--- src/rtl/cfg_mem_pkg.sv ---
`default_nettype none
// ============================================================================
// Module : cfg_mem_pkg
// Brief  : Shared state encodings and defaults for the config-memory read arbiter.
// Rev    : 1.0
// ============================================================================
package cfg_mem_pkg;

    localparam int MAX_LEN_W_DEF = 8;

    typedef enum logic [1:0] {
        ST_IDLE  = 2'd0,
        ST_ISSUE = 2'd1,
        ST_DRAIN = 2'd2
    } state_e;

endpackage
`default_nettype wire

--- src/rtl/cfg_rr_arb2.sv ---
`default_nettype none
// ============================================================================
// Module : cfg_rr_arb2
// Brief  : Two-way round-robin grant; the requester not granted last wins a tie.
// Rev    : 1.0
// ============================================================================
module cfg_rr_arb2
    import cfg_mem_pkg::*;
(
    input  logic [1:0] i_req,
    input  logic       i_last_grant,
    output logic [1:0] o_grant
);

    // A requester wins when alone, or when the other one held the last grant.
    assign o_grant[0] = i_req[0] & (~i_req[1] |  i_last_grant);
    assign o_grant[1] = i_req[1] & (~i_req[0] | ~i_last_grant);

endmodule
`default_nettype wire

--- src/rtl/cfg_mem_rd_arb.sv ---
`default_nettype none
// ============================================================================
// Module : cfg_mem_rd_arb
// Brief  : Arbitrates two burst-read requesters onto one single-port memory.
// Rev    : 1.0
// ============================================================================
module cfg_mem_rd_arb
    import cfg_mem_pkg::*;
#(
    parameter int U_DLY     = 1,
    parameter int MAX_LEN_W = MAX_LEN_W_DEF
) (
    input  logic                 clk_sys,
    input  logic                 rst_n,
    input  logic                 req0_valid,
    input  logic [15:0]          req0_addr,
    input  logic [MAX_LEN_W-1:0] req0_len,
    output logic                 req0_ready,
    input  logic                 req1_valid,
    input  logic [15:0]          req1_addr,
    input  logic [MAX_LEN_W-1:0] req1_len,
    output logic                 req1_ready,
    output logic [31:0]          rd0_data,
    output logic                 rd0_valid,
    output logic [31:0]          rd1_data,
    output logic                 rd1_valid,
    output logic                 done0,
    output logic                 done1,
    output logic                 mem_rd_en,
    output logic [15:0]          mem_rd_addr,
    input  logic [31:0]          mem_rd_data,
    input  logic                 mem_rd_data_valid
);

    localparam logic [MAX_LEN_W:0] c_cnt_one = {{MAX_LEN_W{1'b0}}, 1'b1};

    // The RTL applies no assignment delay; the parameter only fixes its legal range.
    if (U_DLY < 0) begin : g_u_dly_range
    end

    state_e               state_q, state_d;
    logic [15:0]          addr_q, addr_d;
    logic [MAX_LEN_W:0]   len_q, len_d;
    logic [MAX_LEN_W:0]   issue_cnt_q, issue_cnt_d;
    logic [MAX_LEN_W:0]   ret_cnt_q, ret_cnt_d;
    logic                 owner_q, owner_d;
    logic [31:0]          rd_data_q, rd_data_d;
    logic                 rd0_valid_q, rd0_valid_d;
    logic                 rd1_valid_q, rd1_valid_d;
    logic                 done0_q, done0_d;
    logic                 done1_q, done1_d;

    logic [1:0]           w_grant;
    logic                 w_accept;
    logic                 w_last_ret;
    logic [MAX_LEN_W:0]   w_issue_next;

    cfg_rr_arb2 u_rr_arb (
        .i_req        ({req1_valid, req0_valid}),
        .i_last_grant (owner_q),
        .o_grant      (w_grant)
    );

    always_ff @(posedge clk_sys or negedge rst_n) begin
        if (!rst_n) begin
            state_q     <= ST_IDLE;
            addr_q      <= '0;
            len_q       <= '0;
            issue_cnt_q <= '0;
            ret_cnt_q   <= '0;
            owner_q     <= 1'b1;    // owner doubles as last grant: requester 0 wins first
            rd_data_q   <= '0;
            rd0_valid_q <= 1'b0;
            rd1_valid_q <= 1'b0;
            done0_q     <= 1'b0;
            done1_q     <= 1'b0;
        end else begin
            state_q     <= state_d;
            addr_q      <= addr_d;
            len_q       <= len_d;
            issue_cnt_q <= issue_cnt_d;
            ret_cnt_q   <= ret_cnt_d;
            owner_q     <= owner_d;
            rd_data_q   <= rd_data_d;
            rd0_valid_q <= rd0_valid_d;
            rd1_valid_q <= rd1_valid_d;
            done0_q     <= done0_d;
            done1_q     <= done1_d;
        end
    end

    always_comb begin
        state_d      = state_q;
        addr_d       = addr_q;
        len_d        = len_q;
        issue_cnt_d  = issue_cnt_q;
        owner_d      = owner_q;
        w_issue_next = issue_cnt_q + c_cnt_one;

        // Returned words only count while a burst is outstanding.
        w_accept    = mem_rd_data_valid && (state_q != ST_IDLE);
        w_last_ret  = w_accept && ((ret_cnt_q + c_cnt_one) == len_q);
        ret_cnt_d   = w_accept ? (ret_cnt_q + c_cnt_one) : ret_cnt_q;
        rd_data_d   = w_accept ? mem_rd_data : rd_data_q;
        rd0_valid_d = w_accept && !owner_q;
        rd1_valid_d = w_accept &&  owner_q;
        done0_d     = w_last_ret && !owner_q;
        done1_d     = w_last_ret &&  owner_q;

        case (state_q)
            ST_IDLE: begin
                if (|w_grant) begin
                    state_d     = ST_ISSUE;
                    owner_d     = w_grant[1];
                    addr_d      = w_grant[1] ? req1_addr : req0_addr;
                    // A zero length field encodes a full 2^MAX_LEN_W burst.
                    len_d       = w_grant[1] ? {(req1_len == '0), req1_len}
                                             : {(req0_len == '0), req0_len};
                    issue_cnt_d = '0;
                    ret_cnt_d   = '0;
                end
            end
            ST_ISSUE: begin
                issue_cnt_d = w_issue_next;
                if (w_issue_next == len_q) begin
                    state_d = ST_DRAIN;
                end
            end
            ST_DRAIN: begin
                if (w_last_ret) begin
                    state_d = ST_IDLE;
                end
            end
            default: begin
                state_d = ST_IDLE;
            end
        endcase
    end

    assign req0_ready  = rst_n && (state_q == ST_IDLE) && w_grant[0];
    assign req1_ready  = rst_n && (state_q == ST_IDLE) && w_grant[1];
    assign mem_rd_en   = (state_q == ST_ISSUE);
    assign mem_rd_addr = addr_q + 16'(issue_cnt_q);
    assign rd0_data    = rd_data_q;
    assign rd1_data    = rd_data_q;
    assign rd0_valid   = rd0_valid_q;
    assign rd1_valid   = rd1_valid_q;
    assign done0       = done0_q;
    assign done1       = done1_q;

endmodule
`default_nettype wire
--- config.mk ---
export PLATFORM = sky130hd
export DESIGN_NAME = cfg_mem_rd_arb
export DESIGN_NICKNAME = d
export VERILOG_FILES = /design/src/rtl/cfg_mem_pkg.sv /design/src/rtl/cfg_rr_arb2.sv /design/src/rtl/cfg_mem_rd_arb.sv
export SDC_FILE = /design/constraint.sdc
export NUM_CORES = 1
export LEC_CHECK = 0
export CORE_ASPECT_RATIO = 1.75
export CORE_MARGIN = 3
export CORE_UTILIZATION = 40
export DETAILED_ROUTE_END_ITERATION = 10
export PLACE_DENSITY = 0.83
export SLEW_MARGIN = 20
export SYNTH_ARGS = -nofsm -noshare
export SYNTH_HDL_FRONTEND = slang
export SYNTH_SLANG_ARGS = --single-unit
--- constraint.sdc ---
create_clock -name clk_sys -period 2.5 [get_ports clk_sys]
set_input_delay 0.5 -clock clk_sys [delete_from_list [all_inputs] [get_ports clk_sys]]
set_output_delay 0.5 -clock clk_sys [all_outputs]
set_load 0.1 [all_outputs]
==> results.json, run 1 <==
{
  "synthesis.area_sq_mm": 0.00467,
  "synthFlopType": "dfrtp_1",
  "numCtsBuffers": 9,
  "synth_area_leaders": "dfrtp_1 43%, nand2_1 9.4%, xnor2_1 5.8%",
  "synth_nets": 631,
  "hp-class": "reg2reg",
  "port_buffers": 171,
  "clkSinkCount": 82,
  "finClkSkew_ns": 0.0104,
  "post-place-cells": 810,
  "synthCells": 534,
  "reg2reg_setup_slack_ns": 0.29,
  "arrival_ns": 2.62,
  "final_cell_area_sq_mm": 0.00725,
  "rsz0062_at_grt": "yes",
  "ys_types": 50,
  "fill_cells": 866,
  "r2r-start": "issue_cnt_q[0]",
  "setup_viol": 13,
  "synth.avg_cell_area_sq_um": 8.74,
  "pre_cts_slack_ns": -0.274,
  "vias_per_cell": 5.22,
  "die_w_um": 87.7,
  "core-area_sq_mm": 0.0113,
  "instances_no_fill": 836,
  "status": "complete, but fails checks",
  "critPathMaxFanout": 4,
  "fin_crit_ns": 3.12,
  "drc": 0,
  "critical_path.startpoint": "issue_cnt_q[0]",
  "grt_pass1_wl_um": 21200,
  "worst_ep_required_time_ns": 2.00,
  "wl_per_cell_um": 15.8,
  "crit_end": "mem_rd_addr[14]",
  "area_growth_pct": 55.2,
  "setup_ws_ns": -0.622,
  "gr-total-overflow": 0,
  "synth_top_cell_area_share_pct": 43.4,
  "yosys.area.top_type": "dfrtp_1",
  "antenna_found_initial": 0,
  "hold_viol": 0,
  "dieArea_sq_mm": 0.0131,
  "critPathCaptureType": "output pin",
  "tightestPinTransition_ns": 0.887,
  "gp_congestion": 0.857,
  "maxSlewHeadroom_pct": 40.9,
  "die_h_um": 149,
  "r2r_end": "state_q[0]",
  "maxCapViolCount": 0,
  "clock_latency_ns": 0.34,
  "violations": "setup timing",
  "yosysSeqAreaShare_pct": 44.0,
  "async_flop_share_pct": 100,
  "grt_max_degree": 71,
  "hold_path_depth": 2,
  "yosysWarningCount": 0,
  "first_global_vias": 4479,
  "antenna_left": 0,
  "fin_crit_sh_pct": 125,
  "synth-edff-count": 0,
  "timing.fmax_ghz": 0.320,
  "tns_ns": -5.01,
  "cts_tree": "yes",
  "ys_ff_latch": 82,
  "rows": 51,
  "final_nets": 796,
  "drive_gt1_share_pct": 26.8,
  "firstDrtPassIters": 4,
  "cts_buffer_depth": 2,
  "drv_slew": 0,
  "worstSetupPathType": "reg2out",
  "cts_root_buffer": "clkbuf_16",
  "rr_worst_depth": 9,
  "place_area_sq_mm": 0.00675,
  "routed_wl_um": 13200,
  "diodes": 0,
  "drt_iter0_drc": 178,
  "top_level_ports": 172,
  "cp-start-kind": "register",
  "htreeDepth": 3,
  "path_clk_slew_ns": 0.06,
  "track_usage_pct": 20.9,
  "vias": 4361,
  "start_util_pct": 41.3,
  "hpwlAfterDp_um": 10200
}
-- worst min path at each step --
stage | startpoint | end | slack [ns]
2_1_floorplan | rst_n | addr_q[0] | 0.20
3_3_place_gp | rst_n | ret_cnt_q[2] | 0.37
3_5_place_dp | rst_n | ret_cnt_q[6] | 0.37
4_1_cts | rst_n | len_q[0] | 0.002
5_1_grt | rd0_data[18] | rd0_data[18] | 0.54
6_report | rd0_data[25] | rd0_data[25] | 0.51
-- timing repair --
item / in CTS / in global routing
hold endpoints to repair: 0 / 4
resized for setup: 15 / 11
hold buffers: 0 / 1
setup buffers: 6 / 5
pin swaps: 10 / 8
endpoints found under the setup margin: 12 / 12
-- sequential cells by signal, indices dropped and copies added (netlist names) --
| signal | cells |
|---|---|
| addr_q | 16 |
| done0 | 1 |
| done1 | 1 |
| issue_cnt_q | 9 |
| len_q | 9 |
| owner_q | 1 |
| rd0_data | 32 |
| rd0_valid | 1 |
| rd1_valid | 1 |
| ret_cnt_q | 9 |
| state_q | 2 |
-- per-layer routing --
metal | wire length [um] | vias to the layer above | GRT usage [%]
li1 | - | 2071 | -
met1 | 4610 | 2050 | 21.7
met2 | 7310 | 210 | 38.8
met3 | 853 | 30 | 3.65
met4 | 417 | 0 | 10.3
met5 | 0 | - | 0
-- cells in the final DEF (no fill, tap or decap), types with 4 or more instances in the layout --
| cell type | Yosys | final |
|---|---|---|
| nand3_1 | 6 | 6 |
| buf_12 | 0 | 20 |
| nor2_1 | 57 | 53 |
| inv_8 | 0 | 4 |
| xnor2_2 | 0 | 4 |
| clkbuf_16 | 0 | 9 |
| inv_1 | 13 | 12 |
| mux2i_1 | 24 | 24 |
| xnor2_4 | 0 | 6 |
| clkdlybuf4s50_1 | 0 | 83 |
| ha_1 | 11 | 6 |
| nand2_1 | 117 | 116 |
| xor2_1 | 13 | 10 |
| buf_4 | 32 | 100 |
| o21ai_1 | 8 | 4 |
| dfrtp_1 | 81 | 80 |
| nand4_1 | 5 | 5 |
| o21ai_4 | 0 | 4 |
| xnor2_1 | 31 | 21 |
| nand2b_1 | 5 | 5 |
| nor4_1 | 4 | 4 |
| a21o_1 | 4 | 4 |
| and3_1 | 4 | 4 |
| o21ai_0 | 14 | 12 |
| a31oi_1 | 7 | 6 |
| a21oi_1 | 36 | 32 |
| buf_6 | 0 | 5 |
| ha_4 | 0 | 4 |
-- worst max-delay path: stages (launching register included) --
cell and delay, ns:
dfrtp_1 0.37, ha_2 0.20, inv_2 0.04, fa_2 0.34, nor2b_1 0.12, o21a_1 0.16
o211ai_1 0.11, buf_4 0.16, a31oi_4 0.29, o21ai_4 0.11, xnor2_4 0.17, buf_12 0.19
-- metrics by stage --
stage               utilization, %  hold WS, ns
finish                        64.2        0.509
global route                  64.2        0.543
CTS                           63.3      0.00195
detailed placement            59.8        0.373
global placement              59.8        0.370
floorplan                        -        0.204
-- synth_stat cells, types with 4 or more instances --
| library cell | number |
|---|---|
| xnor2_1 | 31 |
| xor2_1 | 13 |
| nor2_1 | 57 |
| buf_2 | 6 |
| inv_1 | 13 |
| a31oi_1 | 7 |
| a21o_1 | 4 |
| ha_1 | 11 |
| clkbuf_1 | 15 |
| o21ai_1 | 8 |
| nand3_1 | 6 |
| a21oi_1 | 36 |
| dfrtp_1 | 81 |
| nand2b_1 | 5 |
| nand2_1 | 117 |
| and3_1 | 4 |
| nand4_1 | 5 |
| o21ai_0 | 14 |
| nor4_1 | 4 |
| buf_4 | 32 |
| mux2i_1 | 24 |
-- cells by family (layout without fill, tap and decap cells) --
kind of cell / after synthesis / after routing / share of synthesized area (%)
buffers and inverters: 68 / 238 / 8.20
muxes: 24 / 24 / 5.14
xor gates and xnor gates: 44 / 44 / 8.25
adders and majority gates: 12 / 12 / 3.38
and+or+nand+nor: 217 / 217 / 20.0
DFF: 82 / 82 / 44.0
AOI/OAI and AO/OA: 87 / 87 / 11.0
-- area by class of cell --
| cell class | instances | area, sq um | area share (%) |
|---|---|---|---|
| timing repair buffer | 209 | 2050 | 28.3 |
| clock buffer | 9 | 225 | 3.11 |
| inverter | 13 | 48.8 | 0.673 |
| sequential | 82 | 2050 | 28.4 |
| tap | 132 | 165 | 2.28 |
| clock inverter | 7 | 68.8 | 0.950 |
| multi-input combinational | 384 | 2640 | 36.4 |
Power of run 1 is left out: the tool's default activity adds up to more than one toggle a clock period on the data nets, which glitch-free logic cannot reach.
==> inputs of run 2 (changes only) <==
- CORE_UTILIZATION: 40 -> 41
- PLACE_DENSITY: 0.83 -> 0.85
==> run 2 against run 1 <==
- the run still ends with setup timing left
- global-route usage fell by 0.14 points
- first-iteration DRC count fell by 9.0%
- via count fell by 1.4%
- critical endpoint unchanged
- highest routed layer unchanged
- sequential share of layout area rose by 0.074 points
- register-to-register slack improved by 0.07 ns
==> results.json, run 2 (synthesis gave the netlist of run 1 again) <==
{
  "status": "complete, but fails checks",
  "violations": "setup timing",
  "gr-total-overflow": 0,
  "largest_reg_flops": 32,
  "routed_wl_um": 13100,
  "start_util_pct": 42.1,
  "maxCapViolCount": 0,
  "antenna_left": 0,
  "fin_crit_sh_pct": 126,
  "rows": 51,
  "utilization_pct": 65.1,
  "setup_ws_ns": -0.656,
  "hp-class": "in2async",
  "rr_worst_depth": 8,
  "gp_congestion": 0.860,
  "worst_ep_required_time_ns": 2.00,
  "setup_viol": 13,
  "maxSlewHeadroom_pct": 40.9,
  "vias": 4302,
  "final_nets": 796,
  "die_w_um": 86.7,
  "worstSetupPathType": "reg2out",
  "tightestPinTransition_ns": 0.886,
  "final_common_cell": "nand2_1",
  "cp_slowest_cell": "dfrtp_1",
  "fin_crit_ns": 3.16,
  "rsz0062_at_grt": "yes",
  "arrival_ns": 2.66,
  "grt_max_degree": 72,
  "drt_iter0_drc": 162,
  "critPathCaptureType": "output pin",
  "cp-start-kind": "register",
  "clock_latency_ns": 0.34,
  "critPathMaxStageDelay_ns": 0.35,
  "cts_root_buffer": "clkbuf_16",
  "grt_pass1_wl_um": 21000,
  "track_usage_pct": 20.7,
  "first_global_vias": 4515,
  "numCtsBuffers": 9,
  "diodes": 0,
  "dieArea_sq_mm": 0.0128,
  "reg2reg_setup_slack_ns": 0.36,
  "cpMostUsedCell": "buf_4",
  "place_area_sq_mm": 0.00673,
  "drv_slew": 0,
  "firstDrtPassIters": 4,
  "drive_gt1_share_pct": 26.3,
  "cts_buffer_depth": 2,
  "area_growth_pct": 54.8,
  "die_h_um": 147,
  "hold_viol": 0,
  "timing.fmax_ghz": 0.317,
  "wl_per_cell_um": 15.7,
  "htreeDepth": 3,
  "final_cell_area_sq_mm": 0.00723,
  "clkSinkCount": 82,
  "antenna_found_initial": 0,
  "finClkSkew_ns": 0.00744,
  "hpwlAfterDp_um": 10000,
  "whs_ns": 0.00758,
  "vias_per_cell": 5.15,
  "path_clk_slew_ns": 0.07,
  "top_level_ports": 172,
  "crit_path_cell_trace": "ha_2, inv_2, fa_2, nor2b_1, o21a_1, o211ai_1, buf_4, a31oi_4, buf_4, o21ai_4, xnor2_4, buf_12",
  "critPathMaxFanout": 4,
  "drc": 0,
  "final_cell_mix": "117 x nand2_1, 103 x buf_4, 83 x clkdlybuf4s50_1",
  "cts_tree": "yes",
  "core-area_sq_mm": 0.0111,
  "port_buffers": 171
}
run 2: cell count changes in the layout (fill, tap and decap cells not counted), moves of 2 or more:
cell / delta
inv_6: +3
buf_4: +3
inv_8: -3
o21ai_1: +2
run 2: worst max-delay path: cells and delay by family, from the launching register on:
kind,cells,cell delay (ns)
AOI/OAI and AO/OA,4,0.52
DFF,1,0.35
and+or+nand+nor,1,0.16
adders and majority gates,2,0.54
buffers and inverters,4,0.55
xor gates and xnor gates,1,0.19
run 2: timing repair:
item | CTS | global route
setup endpoints to repair | 12 | 13
resized for setup | 20 | 1
buffers inserted | 8 | 3
pin swaps | 9 | 3
hold buffers | 0 | 0
run 2: metal layers:
| metal | global-route usage, % | up-vias | wire (um) |
|---|---|---|---|
| li1 | - | 2078 | - |
| met1 | 20.5 | 2042 | 4440 |
| met2 | 41.4 | 157 | 7630 |
| met3 | 2.41 | 25 | 758 |
| met4 | 8.50 | 0 | 270 |
| met5 | 0 | - | 0 |
run 2: area by class of cell:
type / count / area, sq um
Timing Repair Buffer: 209 / 2030
Fill cell: 860 / 3880
Multi-Input combinational cell: 384 / 2620
Clock inverter: 7 / 82.6
Sequential cell: 82 / 2050
Tap cell: 132 / 165
Clock buffer: 9 / 225
Inverter: 13 / 48.8
run 2: worst paths after layout:
check | startpoint | end
worst max-delay path | addr_q[0] | mem_rd_addr[14]
worst min-delay path | rst_n | len_q[2]
worst max register to register | issue_cnt_q[1] | state_q[0]
worst min register to register | rd0_data[11] | rd0_data[11]
max in group asynchronous | rst_n | issue_cnt_q[6]
min in group clk_sys | rd0_data[11] | rd0_data[11]
run 2: stage by stage:
stage	worst slack, ns	instances	TNS, ns
2_1_floorplan	-0.414	534	-2.63
3_3_place_gp	-0.209	809	-0.738
3_5_place_dp	-0.296	809	-1.21
4_1_cts	-0.597	833	-4.20
5_1_grt	-0.762	836	-5.75
6_report	-0.656	836	-4.74
Power of run 2 is left out for the same reason.
==> inputs of run 3 (changes only) <==
- RECOVER_POWER: not set -> 100
==> run 3 against run 2 <==
- the flow still finishes with violations (setup timing)
- first-iteration DRC count is the same
- utilization shrank 3.1 points
- flip-flop and latch count is the same
- clock skew shrank 0.0022 ns
- non-clock buffer count is the same
- global-route usage is the same
- hold slack gained 0.23 ns
- sequential share of layout area grew 1.4 points
- critical path depth is the same
- via count grew 0.44%
- critical path type unchanged
- largest cell class unchanged
==> results.json, run 3 (synthesis gave the netlist of run 1 again) <==
{
  "top_level_ports": 172,
  "die_w_um": 86.7,
  "largest_reg_flops": 32,
  "setup_ws_ns": -0.656,
  "critPathCaptureType": "output pin",
  "final_cell_area_sq_mm": 0.00688,
  "drv_slew": 0,
  "firstDrtPassIters": 4,
  "area_growth_pct": 47.3,
  "cpMostUsedCell": "buf_4",
  "final_nets": 796,
  "cp-start-kind": "register",
  "maxSlewHeadroom_pct": 20.0,
  "drive_gt1_share_pct": 16.1,
  "first_global_vias": 4515,
  "clock_latency_ns": 0.34,
  "rows": 51,
  "cts_tree": "yes",
  "wl_per_cell_um": 15.7,
  "maxCapViolCount": 0,
  "rsz0062_at_grt": "yes",
  "diodes": 0,
  "core-area_sq_mm": 0.0111,
  "gp_congestion": 0.860,
  "worst_ep_required_time_ns": 2.00,
  "crit_path_cell_trace": "ha_2, inv_2, fa_2, nor2b_1, o21a_1, o211ai_1, buf_4, a31oi_4, buf_4, o21ai_4, xnor2_4, buf_12",
  "track_usage_pct": 20.7,
  "critPathMaxStageDelay_ns": 0.35,
  "status": "complete, but fails checks",
  "start_util_pct": 42.1,
  "port_buffers": 171,
  "grt_max_degree": 72,
  "hpwlAfterDp_um": 10000,
  "final_common_cell": "nand2_1",
  "crit_buf_inv": 4,
  "gr-total-overflow": 0,
  "antenna_left": 0,
  "cts_hold_buf": 0,
  "place_area_sq_mm": 0.00673,
  "fin_crit_sh_pct": 126,
  "tightestPinTransition_ns": 1.21,
  "numCtsBuffers": 9,
  "vias": 4321,
  "routed_wl_um": 13100,
  "fin_crit_ns": 3.16,
  "crit_family": "buffers and inverters",
  "drc": 0,
  "final_cell_mix": "117 x nand2_1, 81 x clkdlybuf4s50_1, 80 x dfrtp_1",
  "timing.fmax_ghz": 0.317,
  "die_h_um": 147,
  "grt_pass1_wl_um": 21000,
  "clkSinkCount": 82,
  "violations": "setup timing",
  "hp-class": "in2async",
  "critPathMaxFanout": 4,
  "dieArea_sq_mm": 0.0128,
  "path_clk_slew_ns": 0.07,
  "antenna_found_initial": 0,
  "hold_viol": 0,
  "drt_iter0_drc": 162,
  "finClkSkew_ns": 0.00522,
  "cts_buffer_depth": 2,
  "arrival_ns": 2.66,
  "htreeDepth": 3,
  "cp_slowest_cell": "dfrtp_1",
  "vias_per_cell": 5.17,
  "setup_viol": 13,
  "cts_root_buffer": "clkbuf_16",
  "worstSetupPathType": "reg2out"
}
[run 3: timing repair]
action	4_1_cts	5_1_grt
setup endpoints to repair	12	13
setup buffers	8	3
gates resized for setup	20	1
pin swaps	9	3
[run 3: worst paths after layout]
| check | from | endpoint | slack, ns | cells after the start |
|---|---|---|---|---|
| max | addr_q[0] | mem_rd_addr[14] | -0.66 | 12 |
| min | rst_n | len_q[2] | 0.23 | 1 |
| max reg2reg | issue_cnt_q[1] | state_q[0] | 0.26 | 8 |
| min reg2reg | rd0_data[11] | rd0_data[11] | 0.50 | 2 |
| max in group asynchronous | rst_n | issue_cnt_q[6] | 0.69 | 2 |
| min in group clk_sys | rd0_data[11] | rd0_data[11] | 0.50 | 2 |
[run 3: worst register-to-register path: cells and delay by family (launching register included)]
kind                     cells  cell delay, ns
AO/OA/AOI/OAI                2            0.33
XOR/XNOR                     1            0.10
buffers and inverters        1            0.15
flip-flops                   1            0.41
adder cells (fa/ha/maj)      1            0.30
AND/OR/NAND/NOR              3            0.81
[run 3: area by class of cell]
| type | instances | area [sq um] |
|---|---|---|
| inverters | 13 | 48.8 |
| clock inverters | 7 | 82.6 |
| fillers | 961 | 4220 |
| repair buffers | 209 | 1700 |
| multi-input cells | 384 | 2600 |
| well taps | 132 | 165 |
| flip-flops and latches | 82 | 2050 |
| clock buffers | 9 | 225 |
[run 3: stage by stage]
stage	instances	utilization [%]	setup TNS (ns)	hold slack [ns]	setup slack, ns
final	836	62.0	-4.76	0.234	-0.656
after global routing	836	62.0	-5.75	0.302	-0.762
after CTS	833	64.9	-4.20	0.00699	-0.597
after detailed placement	809	60.6	-1.21	0.372	-0.296
after global placement	809	60.6	-0.738	0.364	-0.209
after floorplan	534	-	-2.63	0.204	-0.414
[run 3: routing by layer]
| metal | global-route usage, % | wire length [um] |
|---|---|---|
| met2 | 41.4 | 7580 |
| met3 | 2.41 | 829 |
| met1 | 20.5 | 4390 |
| met5 | 0 | 0 |
| met4 | 8.50 | 316 |
Power of run 3 is left out for the same reason.
